==> config.mk <==
export PLATFORM = sky130hd
export DESIGN_NAME = gcd_seq
export DESIGN_NICKNAME = d
export VERILOG_FILES = /design/src/rtl/gcd_pkg.sv /design/src/rtl/gcd_cmp_sub.sv /design/src/rtl/gcd_seq.sv
export SDC_FILE = /design/constraint.sdc
export NUM_CORES = 1
export LEC_CHECK = 0
export ABC_AREA = 1
export CORE_MARGIN = 10
export CORE_UTILIZATION = 45
export CTS_CLUSTER_DIAMETER = 100
export DETAILED_ROUTE_END_ITERATION = 8
export GPL_ROUTABILITY_DRIVEN = 0
export PLACE_DENSITY = 0.7
export SETUP_SLACK_MARGIN = 0.05
export SLEW_MARGIN = 20
export SYNTH_ARGS = -nofsm -noshare
export SYNTH_HDL_FRONTEND = slang
export SYNTH_SLANG_ARGS = --single-unit
==> constraint.sdc <==
create_clock -name Clk -period 2.2 [get_ports Clk]
set_clock_uncertainty 0.2 [all_clocks]
set_input_delay 0.22 -clock Clk [delete_from_list [all_inputs] [get_ports Clk]]
set_output_delay 0.22 -clock Clk [all_outputs]
set_load 0.03 [all_outputs]
==> src/rtl/gcd_pkg.sv <==
// gcd_pkg: shared types and defaults for the sequential GCD block.
//   gcd_state_t   - FSM encoding (IDLE / CALC / DONE)
//   GCD_WIDTH_DEF - default operand/result width
package gcd_pkg;

  localparam int GCD_WIDTH_DEF = 8;

  typedef enum logic [1:0] {
    IDLE = 2'd0,
    CALC = 2'd1,
    DONE = 2'd2
  } gcd_state_t;

endpackage

==> src/rtl/gcd_cmp_sub.sv <==
// gcd_cmp_sub: combinational compare/subtract datapath for one Euclid step.
//   a, b   - unsigned operands
//   eq     - a == b
//   a_gt_b - a > b
//   diff   - larger minus smaller, so it never underflows
module gcd_cmp_sub #(
  parameter int WIDTH = gcd_pkg::GCD_WIDTH_DEF
) (
  input  logic [WIDTH-1:0] a,
  input  logic [WIDTH-1:0] b,
  output logic             eq,
  output logic             a_gt_b,
  output logic [WIDTH-1:0] diff
);

  assign eq     = (a == b);
  assign a_gt_b = (a > b);
  assign diff   = a_gt_b ? (a - b) : (b - a);

endmodule

==> src/rtl/gcd_seq.sv <==
// gcd_seq: subtractive-Euclid GCD, one compare/subtract per clock.
//   Clk, Reset          - rising-edge clock, synchronous active-high reset
//   in_valid/in_ready   - operand handshake (ready only in IDLE)
//   X, Y                - unsigned operands
//   out_valid/out_ready - result handshake with backpressure
//   gcd_output          - GCD (0 if either operand was 0)
//   iter_count          - number of subtractions performed
//   zero_in             - at least one operand was zero
module gcd_seq
  import gcd_pkg::*;
#(
  parameter int WIDTH = GCD_WIDTH_DEF
) (
  input  logic             Clk,
  input  logic             Reset,
  input  logic             in_valid,
  output logic             in_ready,
  input  logic [WIDTH-1:0] X,
  input  logic [WIDTH-1:0] Y,
  output logic             out_valid,
  input  logic             out_ready,
  output logic [WIDTH-1:0] gcd_output,
  output logic [WIDTH-1:0] iter_count,
  output logic             zero_in
);

  gcd_state_t       state;
  logic [WIDTH-1:0] xreg, yreg, cnt;
  logic             eq, a_gt_b;
  logic [WIDTH-1:0] diff;

  gcd_cmp_sub #(.WIDTH(WIDTH)) u_cmp (
    .a      (xreg),
    .b      (yreg),
    .eq     (eq),
    .a_gt_b (a_gt_b),
    .diff   (diff)
  );

  // Handshake flags decode straight from the state register, so they are
  // registered and mutually exclusive by construction.
  assign in_ready  = (state == IDLE);
  assign out_valid = (state == DONE);

  always_ff @(posedge Clk) begin
    if (Reset) begin
      state      <= IDLE;
      xreg       <= '0;
      yreg       <= '0;
      cnt        <= '0;
      gcd_output <= '0;
      iter_count <= '0;
      zero_in    <= 1'b0;
    end else begin
      case (state)
        IDLE: if (in_valid) begin
          xreg <= X;
          yreg <= Y;
          cnt  <= '0;
          // A zero operand would never converge by subtraction; report it
          // directly and skip CALC.
          if (X == '0 || Y == '0) begin
            gcd_output <= '0;
            iter_count <= '0;
            zero_in    <= 1'b1;
            state      <= DONE;
          end else begin
            zero_in <= 1'b0;
            state   <= CALC;
          end
        end
        CALC: begin
          if (eq) begin
            gcd_output <= xreg;
            iter_count <= cnt;
            state      <= DONE;
          end else begin
            // Always reduce the larger operand; cnt cannot exceed 2^W-2.
            if (a_gt_b) xreg <= diff;
            else        yreg <= diff;
            cnt <= cnt + 1'b1;
          end
        end
        DONE: if (out_ready) state <= IDLE;
        default: state <= IDLE;
      endcase
    end
  end

endmodule

Word level (Yosys, flattened, before mapping)
Index checks and enable logic that the tools add are counted.

word-level totals
  bits in latches = 0
  ROM bits = 0
  word-level logic and storage cells = 56
  output and inout port bits = 19
  RAM bits = 0
  register bits after elaboration = 43
  memories kept = 0
  input port bits = 20

operators by class
  eq/ne operators = 10
  divide/modulo/power cells = 0
  mux-type cells = 24
  multipliers = 0
  bitwise operators = 0
  shift operators = 0
  reductions and logical operators = 11
  order comparisons = 1
  $add $sub $neg = 3

operators with widths
  kind                                                   number
  2-to-1 mux 8 bit                                       13
  case mux 8 bit (2 select lines)                        5
  logical NOT 8 bit                                      2
  subtractor 8 bit                                       2
  AND reduction 4 bit                                    3
  adder 8 x 1 -> 8 bit, second input constant            1
  equality test 8 bit                                    1
  greater-than comparator 8 bit                          1
  2-to-1 mux 2 bit                                       4
  inequality test 2 bit, second input constant           4
  inequality test 2 x 1 -> 1 bit, second input constant  3
  case mux 2 bit (3 select lines)                        1
  AND reduction 3 bit                                    2
  equality test 2 x 1 -> 1 bit, second input constant    1
  equality test 2 bit, second input constant             1
  logical NOT 2 bit                                      1
  AND reduction 2 bit                                    1
  nonzero test 2 bit                                     1
  logical OR 1 bit                                       1
  2-to-1 mux 1 bit                                       1

Logic depth before layout (Yosys ltp)
Gate-level depths: netlist of the first run.

  word-level depth = 5
  mapped depth = 14
  gate-level depth less buffers = 14

Cells and area by module
A second synthesis of the first run with hierarchy kept.

unflattened totals
  cells, all modules = 471
  area total of the unflattened synthesis = 2942.8 µm²

by module, submodules not included
  module       instances  area each (µm²)  cells each  sequential area each (µm²)
  gcd_seq      1          2054.5           309         860.8
  gcd_cmp_sub  1          888.4            162         0.0

Worst setup path before layout of the first run
No wires, ideal clock.

  path type = reg-to-reg
  start = register xreg[0]
  end = register yreg[7]
  period minus slack after synthesis = 2102 ps
  data required time = 1884 ps
  buffers on the path = 1
  library setup time = 116 ps
  stages on the path, launching flop included = 15
  arrival = 1787 ps
  slack = 98 ps
  cell sequence = dfxtp_1 inv_1 ha_1 fa_1 inv_1 nand2_1 nand2_1 nand3_1 nand2_2 nand2_2 nand2_4 buf_6 nand2_1 nand2_1 a21oi_2

on the way
  word-level cells in the longest chain between the ends = 5
  elaborated cells on any way between the ends = 11
  those cells by class = add/sub: 2; order compare: 1; eq/ne: 3; mux: 4; reduce/logical: 1

RTL lines
  item                                                               line                                  source
  start, declared                                                    gcd_seq.sv:28                         logic [WIDTH-1:0] xreg, yreg, cnt;
  start signal, assigned                                             gcd_seq.sv:79                         if (a_gt_b) xreg <= diff;
  subtractor 8 bit or greater-than comparator 8 bit (tied branches)  gcd_cmp_sub.sv:18, gcd_cmp_sub.sv:17
  2-to-1 mux 8 bit                                                   gcd_cmp_sub.sv:18                     assign diff = a_gt_b ? (a - b) : (b - a);
  2-to-1 mux 8 bit                                                   gcd_seq.sv:79
  2-to-1 mux 8 bit                                                   gcd_seq.sv:73                         if (eq) begin
  case mux 8 bit (2 select lines)                                    gcd_seq.sv:55                         case (state)
  end signal, assigned                                               gcd_seq.sv:80                         else yreg <= diff;
  end, declared                                                      gcd_seq.sv:28

Several ways; a longest one is shown, not always the timed one. The select of a mux whose other input is x is not followed.
A chain may end at the register's enable or synchronous reset.

Worst setup path in the final report of the first run
  start = register yreg[7]
  end = register xreg[1]

on the way
  word-level cells in the longest chain between the ends = 5
  elaborated cells on any way between the ends = 9
  those cells by class = order compare: 1; eq/ne: 3; mux: 4; reduce/logical: 1

RTL lines
  item                             line               source
  greater-than comparator 8 bit    gcd_cmp_sub.sv:17  assign a_gt_b = (a > b);
  2-to-1 mux 8 bit                 gcd_cmp_sub.sv:18
  2-to-1 mux 8 bit                 gcd_seq.sv:79
  2-to-1 mux 8 bit                 gcd_seq.sv:73
  case mux 8 bit (2 select lines)  gcd_seq.sv:55

Several ways; a longest one is shown, not always the timed one. The select of a mux whose other input is x is not followed.

==> flow_metrics.py, run 1 <==
metrics = {
    "power": {
        "netSwitchingPower_uw": 2450,
        "p_leak_uw": 0.00178,
        "power_density_nw_per_um2": 1250,
        "irDropWorstVdd_uv": 576,
        "clkPwrFrac": 0.108,
        "p_sw_frac": 0.499,
        "intPower_uw": 2460,
        "p_comb_frac": 0.677,
        "seqPwrFrac": 0.215,
    },
    "run_status": {
        "status": "complete, no violations",
    },
    "global_route": {
        "grt_max_degree": 37,
        "grt_usage": 0.155,
        "grt_pass1_vias": 2906,
        "antenna_found_initial": 0,
        "grt_overflow": 0,
        "grt_pass1_wl_um": 13400,
    },
    "synth": {
        "yosysSeqAreaShare": 0.290,
        "syn_area_per_cell_sq_um": 6.30,
        "ys_warn_count": 0,
        "synth_cells": 471,
        "syn-cell-area_sq_um": 2970,
        "synth-seq-cells": 43,
        "yosys.cell_types.count": 32,
        "syn_nets": 509,
    },
    "floorplanning": {
        "io_pins": 39,
        "die_height_um": 101,
        "core_sq_um": 6390,
        "rows": 29,
        "die_w_um": 101,
        "die-area_sq_um": 10200,
        "start_util": 0.465,
    },
    "setup_path": {
        "worst-path-max-fanout": 6,
        "r2r.worst_path.cells": 11,
        "worstPathArrival_ps": 2160,
        "regToRegSetupSlack_ps": 70,
        "regToRegEndpoint": "xreg[1]",
        "worstSetupPathType": "reg2reg",
        "worstSetupStartpointType": "flop",
        "worstPathRequired_ps": 2230,
        "end_kind": "flop",
        "reg2reg_from": "yreg[7]",
    },
    "drt": {
        "post_drt_via_cell_ratio": 5.13,
        "wirelength_um": 8330,
        "vias": 3115,
        "drt_pass1_iterations": 4,
        "final_antenna_net_count": 0,
        "drc": 0,
        "routedWlPerCell_um": 13.7,
        "drtIter0Drc": 190,
    },
    "timing": {
        "max_freq_mhz": 469,
        "period_needed_ps": 2130,
        "hold_violations": 0,
        "fin_crit_sh": 0.970,
        "relSlewSlack": 0.709,
        "rsz0062_at_grt": "true",
        "report.final.slew_viol_count": 0,
        "worst_pin_slew_ps": 432,
        "setup_viol": 0,
    },
    "cells_and_area": {
        "drive_above_1_share": 0.200,
        "fin_util": 0.617,
        "final_area_sq_um": 3940,
        "antennaDiodeCount": 0,
        "syn_to_final_growth_pct": 32.7,
        "fillerInstances": 587,
        "nets": 567,
    },
    "clocking": {
        "cts_buffers": 5,
        "htreeDepth": 2,
        "clk_pin_slew_worst_paths_ps": 90,
        "cts_tree": "yes",
        "clock-root-buffer": "clkbuf_8",
        "cts_buffer_depth": 2,
        "clkLatencyLatePin_ps": 300,
        "cts_sinks": 43,
        "cts_hold_buf": 0,
    },
    "worst_hold_path": {
        "min_path_type": "reg2reg",
        "worstHoldEndpoint": "iter_count[7]",
        "worstHoldStart": "iter_count[7]",
        "whs_path_depth": 2,
    },
    "place": {
        "post_dp_cell_area_sq_um": 3540,
        "portBuffers": 38,
        "dpl.hpwl_um": 6050,
    },
    "job": {
        "drv_cap": 0,
    },
}
==> metal layers <==
metal	wire (um)	global-route usage	vias to the layer above
met1	3760	0.210	1396
met4	205	0.0557	0
met3	543	0.0286	18
li1	-	-	1604
met2	3820	0.241	97
met5	0	0	-
==> registers in the layout (all words and copies together), names as in the netlist <==
name        cells
yreg            8
gcd_output      8
state           2
xreg            8
cnt             8
iter_count      8
zero_in         1
==> critical path, stage by stage (launching register included) <==
cell and delay, ps:
dfxtp_1 320, inv_1 80, ha_4 300, nand2_2 80, nor2_4 170, nand4_4 200, buf_12 180, nand2_4 90
inv_4 60, nand2_1 100, nand3_2 120, a21oi_2 160
==> cell families after synthesis <==
logic type                 Yosys count  synth area share
and+or+nand+nor                    260             0.384
xor gates and xnor gates             5            0.0148
AOI/OAI and AO/OA                   61             0.112
DFF                                 43             0.290
adders and majority gates           18            0.0809
buffers and inverters               84             0.118
==> placed cells by master (no fill, tap or decap), types with 2 or more instances in the layout <==
cell / count
nand2_1: 117
inv_1: 57
nor2_1: 55
nand3_1: 37
dfxtp_1: 37
clkdlybuf4s50_1: 37
a21oi_1: 36
buf_4: 25
nand2_2: 12
ha_1: 11
a21oi_2: 10
o21ai_0: 9
inv_2: 7
nand4_1: 6
dfxtp_2: 6
nor2_2: 5
nand3_2: 5
xor2_1: 5
ha_4: 5
clkbuf_8: 5
nand2_4: 4
nor4_1: 4
nor2_4: 3
nand2_8: 3
nor3_1: 3
buf_12: 3
or2_2: 2
and3_1: 2
inv_4: 2
o21ai_1: 2
fa_2: 2
clkinvlp_4: 2
==> worst max-delay path by stage <==
stage | from | to | slack, ps | cells past startpoint
final | yreg[7] | xreg[1] | 70 | 11
after global routing | yreg[6] | xreg[1] | -10 | 11
after CTS | yreg[5] | cnt[3] | 40 | 10
after detailed placement | xreg[1] | xreg[5] | -50 | 12
after global placement | Y[6] | gcd_output[3] | -60 | 9
after floorplan | xreg[0] | yreg[7] | 100 | 14
==> cell type report <==
class,count,area (sq um),share of cell area
repair buffers,67,642,0.163
clock inverters,3,23.8,0.00604
inverters,67,256,0.0651
multi-input cells,345,1980,0.503
well taps,77,96.3,0.0245
flip-flops and latches,43,868,0.220
clock buffers,5,68.8,0.0175
==> per-stage QoR <==
step                      worst slack [ps]  setup TNS (ps)  hold WS [ps]  instances  total power (uW)
after floorplan                       97.6               0          89.1        471              2990
after global placement               -64.0            -655           260        591              3710
after detailed placement             -45.5            -518           267        591              3760
after CTS                             37.8               0           285        600              4360
after global routing                 -10.9           -10.9           306        607              5350
final                                 66.9               0           285        607              4910
==> synth_stat cells <==
cell type  instances  area share
inv_2              7      0.0089
buf_4              4       0.010
nand4_1            6       0.013
clkinv_1           1      0.0013
nand4_4            1      0.0072
a21oi_1           45       0.076
nor4_1             4      0.0084
nor2_2             1      0.0021
nand3_1           42       0.071
inv_1             59       0.075
a21oi_2            1      0.0030
nor2_4             2      0.0076
nand2_2            5       0.011
o2111a_1           1      0.0038
dfxtp_1           43        0.29
buf_6              2      0.0076
or2_1              1      0.0021
buf_2              4      0.0067
a21o_1             1      0.0025
nand2_4            3       0.011
xor2_1             5       0.015
nor3_1             4      0.0067
ha_1              16       0.067
o211ai_1           1      0.0025
and3_1             2      0.0042
fa_1               2       0.013
nand2_1          127        0.16
nor2_1            60       0.076
o21ai_4            1      0.0055
clkbuf_1           7      0.0089
or2_2              2      0.0042
o21ai_0           11       0.019
==> power by group through the flow <==
stage	Sequential [uW]	Combinational, uW	Clock, uW
2_1_floorplan	1110	1880	0
3_3_place_gp	1040	2670	0
4_1_cts	1030	2780	546
6_report	1060	3320	532
5_1_grt	1070	3700	575
3_5_place_dp	1050	2710	0
==> timing repair <==
| item | in CTS | in global routing |
|---|---|---|
| gates cloned | 1 | 0 |
| setup buffers | 0 | 7 |
| setup endpoints to repair | 16 | 41 |
| pin swaps | 2 | 16 |
| gates resized for setup | 7 | 54 |
Power figures use the tool's default switching activity.
==> run 2, diff against run 1 <==
CORE_MARGIN = 2   (was 10)
SYNTH_HIERARCHICAL = 1   (was default)
clock period = 1.9 ns   (was 2.2 ns; I/O delays follow)
==> run 2 against run 1 <==
  * The run now ends with negative setup slack left
  * Setup slack got worse by 440 ps
  * Fmax fell by 6.3%
  * Via count barely moved
  * Global-route usage rose by 7.0 points
==> flow_metrics.py, run 2 <==
metrics = {
    "clocking": {
        "clock-root-buffer": "clkbuf_8",
        "cts_sinks": 43,
        "cts_tree": "yes",
        "cts_buffers": 5,
        "htreeDepth": 2,
        "clk_pin_slew_worst_paths_ps": 90,
        "clkLatencyLatePin_ps": 300,
        "cts_buffer_depth": 2,
    },
    "power": {
        "power_density_nw_per_um2": 1390,
        "p_leak_uw": 0.00194,
        "clkPwrFrac": 0.112,
        "p_comb_frac": 0.682,
        "intPower_uw": 3190,
        "p_sw_frac": 0.456,
        "seqPwrFrac": 0.206,
        "netSwitchingPower_uw": 2680,
        "irDropWorstVdd_uv": 767,
    },
    "floorplanning": {
        "io_pins": 39,
        "start_util": 0.463,
        "rows": 29,
        "die-area_sq_um": 7200,
        "core_sq_um": 6350,
        "die_height_um": 84.9,
        "die_w_um": 84.9,
    },
    "timing": {
        "fin_crit_sh": 1.20,
        "hold_violations": 0,
        "setup_viol": 41,
        "relSlewSlack": 0.706,
        "report.final.slew_viol_count": 0,
        "tns_ps": -7900,
        "period_needed_ps": 2280,
        "worst_pin_slew_ps": 441,
        "fin_ws_ps": -375,
        "max_freq_mhz": 439,
        "rsz0062_at_grt": "true",
    },
    "setup_path": {
        "critical-path-max-stage-delay_ps": 380,
        "crit_cells": 11,
        "worst-path-max-fanout": 7,
        "crit_slowest_cell": "fa_2",
        "crit_top_cell": "o21ai_4",
        "regToRegSetupSlack_ps": -380,
        "crit_chain": "inv_2 > ha_4 > fa_2 > o21ai_4 > nand3_2 > a21oi_4 > buf_4 > o21ai_4 > buf_12 > o21ai_0 > nor2_1",
        "worstPathRequired_ps": 1890,
        "regToRegEndpoint": "yreg[2]",
        "end_kind": "flop",
        "worstSetupStartpoint": "xreg[0]",
        "worstSetupPathType": "reg2reg",
        "worstPathArrival_ps": 2260,
        "reg2reg_from": "xreg[0]",
        "cp_top_family": "compound AO/OA/AOI/OAI gates",
        "worstSetupEndpoint": "yreg[2]",
        "critPathBufInv": 3,
        "r2r.worst_path.cells": 11,
        "worstSetupStartpointType": "flop",
    },
    "cells_and_area": {
        "layout_common_cells": "117 x nand2_1, 64 x nor2_1, 58 x inv_1",
        "syn_to_final_growth_pct": 43.5,
        "multi_input_area_sq_um": 2000,
        "layout_commonest_cell": "nand2_1",
        "drive_above_1_share": 0.259,
        "fillerInstances": 557,
        "final_area_sq_um": 4220,
        "antennaDiodeCount": 0,
        "nets": 589,
        "register_area_sq_um": 876,
    },
    "synth": {
        "synth_edf_count": 0,
        "synth_most_common_cell": "nand2_1",
        "synth_top_area_share": 0.293,
        "synth_cells": 471,
        "syn-cell-area_sq_um": 2940,
        "ys.flop_type": "dfxtp_1",
        "yosys.area.top_type": "dfxtp_1",
        "yosys.cell_types.count": 30,
        "synth-seq-cells": 43,
        "yosysSeqAreaShare": 0.293,
        "ys_warn_count": 6,
        "syn_area_per_cell_sq_um": 6.25,
        "synth_common_cells": "127 x nand2_1, 68 x inv_1, 67 x nor2_1, 43 x dfxtp_1, 36 x o21ai_0",
        "syn_nets": 509,
        "synth_area_leaders": "dfxtp_1 29%, nand2_1 16%, inv_1 8.7%",
        "synthArstFlopShare": 0,
    },
    "global_route": {
        "grt_usage": 0.225,
        "grt_overflow": 0,
        "grt_pass1_wl_um": 13200,
        "grt_max_degree": 42,
        "grtUsageMet2": 0.394,
        "grt_use_met1": 0.289,
        "top_usage_layer": "met2",
        "grt_use_met3": 0.0379,
        "antenna_found_initial": 0,
        "grt_pass1_vias": 2970,
    },
    "run_status": {
        "violations": "negative setup slack",
        "status": "finished with violations",
    },
    "place": {
        "dpl_worst_slack_ps": -379,
        "dpl.hpwl_um": 5980,
        "portBuffers": 38,
        "post_dp_cell_area_sq_um": 3860,
    },
    "worst_hold_path": {
        "min_path_type": "reg2reg",
    },
    "drt": {
        "drc": 0,
        "drt_pass1_iterations": 4,
        "drtIter0Drc": 151,
        "wirelength_um": 7970,
        "post_drt_via_cell_ratio": 4.95,
        "final_antenna_net_count": 0,
        "vias": 3114,
        "routedWlPerCell_um": 12.7,
    },
    "job": {
        "drv_cap": 0,
    },
}
[run 2: changes by cell type after synthesis, sizes merged, moves of 3 or more]
cell    delta
inv        +6
nand4      -3
clkbuf     -4
nor4       -4
nor2       +8
xnor2      +3
nand3     -10
a21oi     -16
buf        +3
o21ai     +28
[run 2: worst min path at each step]
| stage | start | to | slack (ps) | cells past startpoint |
|---|---|---|---|---|
| 3_3_place_gp | gcd_output[1] | gcd_output[1] | 260 | 2 |
| 6_report | gcd_output[1] | gcd_output[1] | 280 | 2 |
| 3_5_place_dp | gcd_output[1] | gcd_output[1] | 260 | 2 |
| 4_1_cts | gcd_output[1] | gcd_output[1] | 280 | 2 |
| 5_1_grt | iter_count[7] | iter_count[7] | 310 | 2 |
| 2_1_floorplan | Reset | state[0] | 60 | 1 |
[run 2: logic make-up (layout without fill, tap and decap cells)]
group / Yosys count / count (layout) / synth area share
AOI/OAI and AO/OA: 71 / 71 / 0.138
xor gates and xnor gates: 6 / 6 / 0.0179
adders and majority gates: 18 / 18 / 0.0816
buffers and inverters: 88 / 169 / 0.118
DFF: 43 / 43 / 0.293
and+or+nand+nor: 245 / 245 / 0.352
[run 2: what timing repair did]
action | CTS | global route
endpoints found under the setup margin | 44 | 42
gates resized for setup | 36 | 33
setup buffers | 2 | 3
hold buffers | 0 | 0
pin swaps | 18 | 27
cloned | 0 | 1
[run 2: power by group through the flow]
stage	Sequential (uW)	Clock (uW)	Combinational [uW]
after detailed placement	1200	0	3560
after CTS	1200	665	3790
after global routing	1230	698	4420
final	1210	656	4010
after floorplan	1280	0	2310
after global placement	1200	0	3500
[run 2: cell type report]
class / instances / area share
sequential: 43 / 0.207
multi-input combinational: 340 / 0.475
clock inverter: 1 / 0.00178
timing repair buffer: 89 / 0.205
inverter: 72 / 0.0652
clock buffer: 7 / 0.0228
tap: 77 / 0.0228
[run 2: routing by layer]
metal | up-vias | wire length (um)
li1 | 1621 | -
met1 | 1422 | 3690
met2 | 59 | 3870
met3 | 12 | 300
met4 | 0 | 108
met5 | - | 0
[run 2: metrics by stage]
stage / hold WS [ps] / cells / total power, uW / utilization
final: 281 / 629 / 5870 / 0.665
after global routing: 306 / 629 / 6350 / 0.665
after CTS: 285 / 625 / 5650 / 0.644
after detailed placement: 262 / 615 / 4760 / 0.608
after global placement: 255 / 615 / 4700 / 0.608
after floorplan: 59.1 / 471 / 3590 / -
[run 2: tightest hold or removal path: cells and delay by family (launching register included)]
kind,cells,cell delay (ps)
flip-flops,1,350
AND/OR/NAND/NOR,1,70
AO/OA/AOI/OAI,1,40
==> run 3, diff against run 2 <==
CORE_UTILIZATION = 50   (was 45)
PLACE_DENSITY = 0.76   (was 0.7)
==> run 3 against run 2 <==
  * The flow still finishes with violations (negative setup slack)
  * Power grew 3.6%
  * Hold slack improved by 2.8 ps
  * Register-to-register slack worse by 100 ps
  * First-iteration DRC count is 91% higher
  * Sequential power hardly changed
  * Final cell count decreased by 0.16%
  * Critical path type unchanged
  * Critical endpoint is now xreg[6]
  * Largest cell class unchanged
  * Largest power group unchanged
==> flow_metrics.py, run 3 (synthesized netlist as in run 2, its figures left out) <==
metrics = {
    "place": {
        "portBuffers": 38,
        "post_dp_cell_area_sq_um": 3830,
        "dpl.hpwl_um": 6090,
    },
    "drt": {
        "drtIter0Drc": 289,
        "wl_met2_um": 4620,
        "post_drt_via_cell_ratio": 5.34,
        "wl_met1_um": 3830,
        "highest_layer": "met4",
        "met3_length_um": 517,
        "wirelength_um": 9260,
        "final_antenna_net_count": 0,
        "drc": 0,
        "drt_pass1_iterations": 6,
        "routedWlPerCell_um": 14.7,
        "vias": 3351,
    },
    "run_status": {
        "status": "finished with violations",
        "violations": "negative setup slack",
    },
    "floorplanning": {
        "die-area_sq_um": 6510,
        "die_w_um": 80.7,
        "die_height_um": 80.7,
        "core_sq_um": 5610,
        "io_pins": 39,
        "start_util": 0.525,
        "rows": 27,
    },
    "power": {
        "p_sw_frac": 0.465,
        "p_comb_frac": 0.698,
        "irDropWorstVdd_uv": 687,
        "clkPwrFrac": 0.101,
        "p_leak_uw": 0.00198,
        "intPower_uw": 3260,
        "netSwitchingPower_uw": 2830,
        "power_density_nw_per_um2": 1420,
        "seqPwrFrac": 0.202,
    },
    "clocking": {
        "cts_tree": "yes",
        "cts_sinks": 43,
        "clkLatencyLatePin_ps": 300,
        "cts_buffer_depth": 2,
        "clk_pin_slew_worst_paths_ps": 90,
        "cts_buffers": 5,
        "clock-root-buffer": "clkbuf_8",
        "htreeDepth": 2,
    },
    "cells_and_area": {
        "fillerInstances": 423,
        "nets": 594,
        "syn_to_final_growth_pct": 45.7,
        "layout_commonest_cell": "nand2_1",
        "final_area_sq_um": 4290,
        "layout_common_cells": "121 x nand2_1, 65 x nor2_1, 57 x inv_1",
        "fin_util": 0.765,
        "antennaDiodeCount": 0,
        "drive_above_1_share": 0.268,
    },
    "job": {
        "drv_cap": 0,
    },
    "worst_hold_path": {
        "whs_path_depth": 2,
        "worstHoldStart": "gcd_output[1]",
        "min_path_type": "reg2reg",
        "worstHoldEndpoint": "gcd_output[1]",
    },
    "setup_path": {
        "worstPathArrival_ps": 2410,
        "reg2reg_from": "xreg[0]",
        "worst-path-max-fanout": 5,
        "worstPathRequired_ps": 1930,
        "worstSetupStartpointType": "flop",
        "end_kind": "flop",
        "regToRegEndpoint": "xreg[6]",
        "regToRegSetupSlack_ps": -480,
        "worstSetupPathType": "reg2reg",
        "r2r.worst_path.cells": 11,
    },
    "timing": {
        "hold_violations": 0,
        "hold_slack_ps": 284,
        "report.final.slew_viol_count": 0,
        "max_freq_mhz": 421,
        "fin_ws_ps": -477,
        "setup_viol": 41,
        "rsz0062_at_grt": "true",
        "fin_crit_sh": 1.25,
        "worst_pin_slew_ps": 462,
        "period_needed_ps": 2380,
        "relSlewSlack": 0.691,
        "tns_ps": -10390,
    },
    "global_route": {
        "grt_usage": 0.280,
        "grt_overflow": 0,
        "antenna_found_initial": 0,
        "grt_pass1_wl_um": 14100,
        "grt_pass1_vias": 3154,
        "grt_max_degree": 42,
    },
}
[run 3: cell count changes in the layout (fill, tap and decap cells not counted), moves of 3 or more]
cell,delta
a21oi_1,-5
a21oi_2,+5
buf_4,+5
dfxtp_2,+3
nand2_1,+4
nand2_2,-5
o21ai_0,+5
o21ai_2,-3
[run 3: worst max path at each step]
stage                       start       to  slack, ps
after floorplan           xreg[0]  xreg[0]       -360
after global placement    xreg[0]  yreg[3]       -300
after detailed placement  yreg[0]  yreg[6]       -410
after CTS                 xreg[0]  xreg[6]       -350
after global routing      xreg[0]  xreg[1]       -520
final                     xreg[0]  xreg[6]       -480
[run 3: timing repair]
action,CTS,global route
buffers inserted,8,2
pin swaps,13,3
gates cloned,1,1
hold buffers,0,0
setup endpoints to repair,43,41
gates resized for setup,40,27
[run 3: power groups by stage]
stage | clock network, uW | registers, uW | logic [uW]
after CTS | 611 | 1220 | 3950
after global placement | 0 | 1200 | 3490
after global routing | 641 | 1240 | 4630
final | 613 | 1230 | 4250
after detailed placement | 0 | 1210 | 3570
after floorplan | 0 | 1280 | 2310
[run 3: metrics by stage]
| step | instances | setup slack, ps | power (uW) |
|---|---|---|---|
| detailed placement | 609 | -407 | 4780 |
| CTS | 625 | -345 | 5770 |
| floorplan | 471 | -363 | 3590 |
| global placement | 609 | -301 | 4690 |
| finish | 628 | -477 | 6090 |
| global route | 628 | -521 | 6510 |
[run 3: cell type report]
class / instances / area (sq um) / area share
multi-input combinational: 340 / 2030 / 0.472
timing repair buffer: 94 / 930 / 0.217
inverter: 72 / 280 / 0.0653
clock inverter: 1 / 5.00 / 0.00117
tap: 72 / 90.1 / 0.0210
sequential: 43 / 876 / 0.204
clock buffer: 6 / 82.6 / 0.0193
[run 3: critical path, cell delays in order (launching register included)]
cell     delay (ps)
dfxtp_2         340
inv_2            40
ha_4            160
fa_2            370
o21ai_4         150
nand3_2         120
a21oi_4         200
inv_2            60
o21ai_4         270
buf_6           160
o21ai_1          80
nor2_1          160
[run 3: routing by layer]
metal	up-vias	global-route usage
met1	1523	0.336
met4	0	0.112
met3	34	0.0382
met5	-	0
li1	1635	-
met2	159	0.502
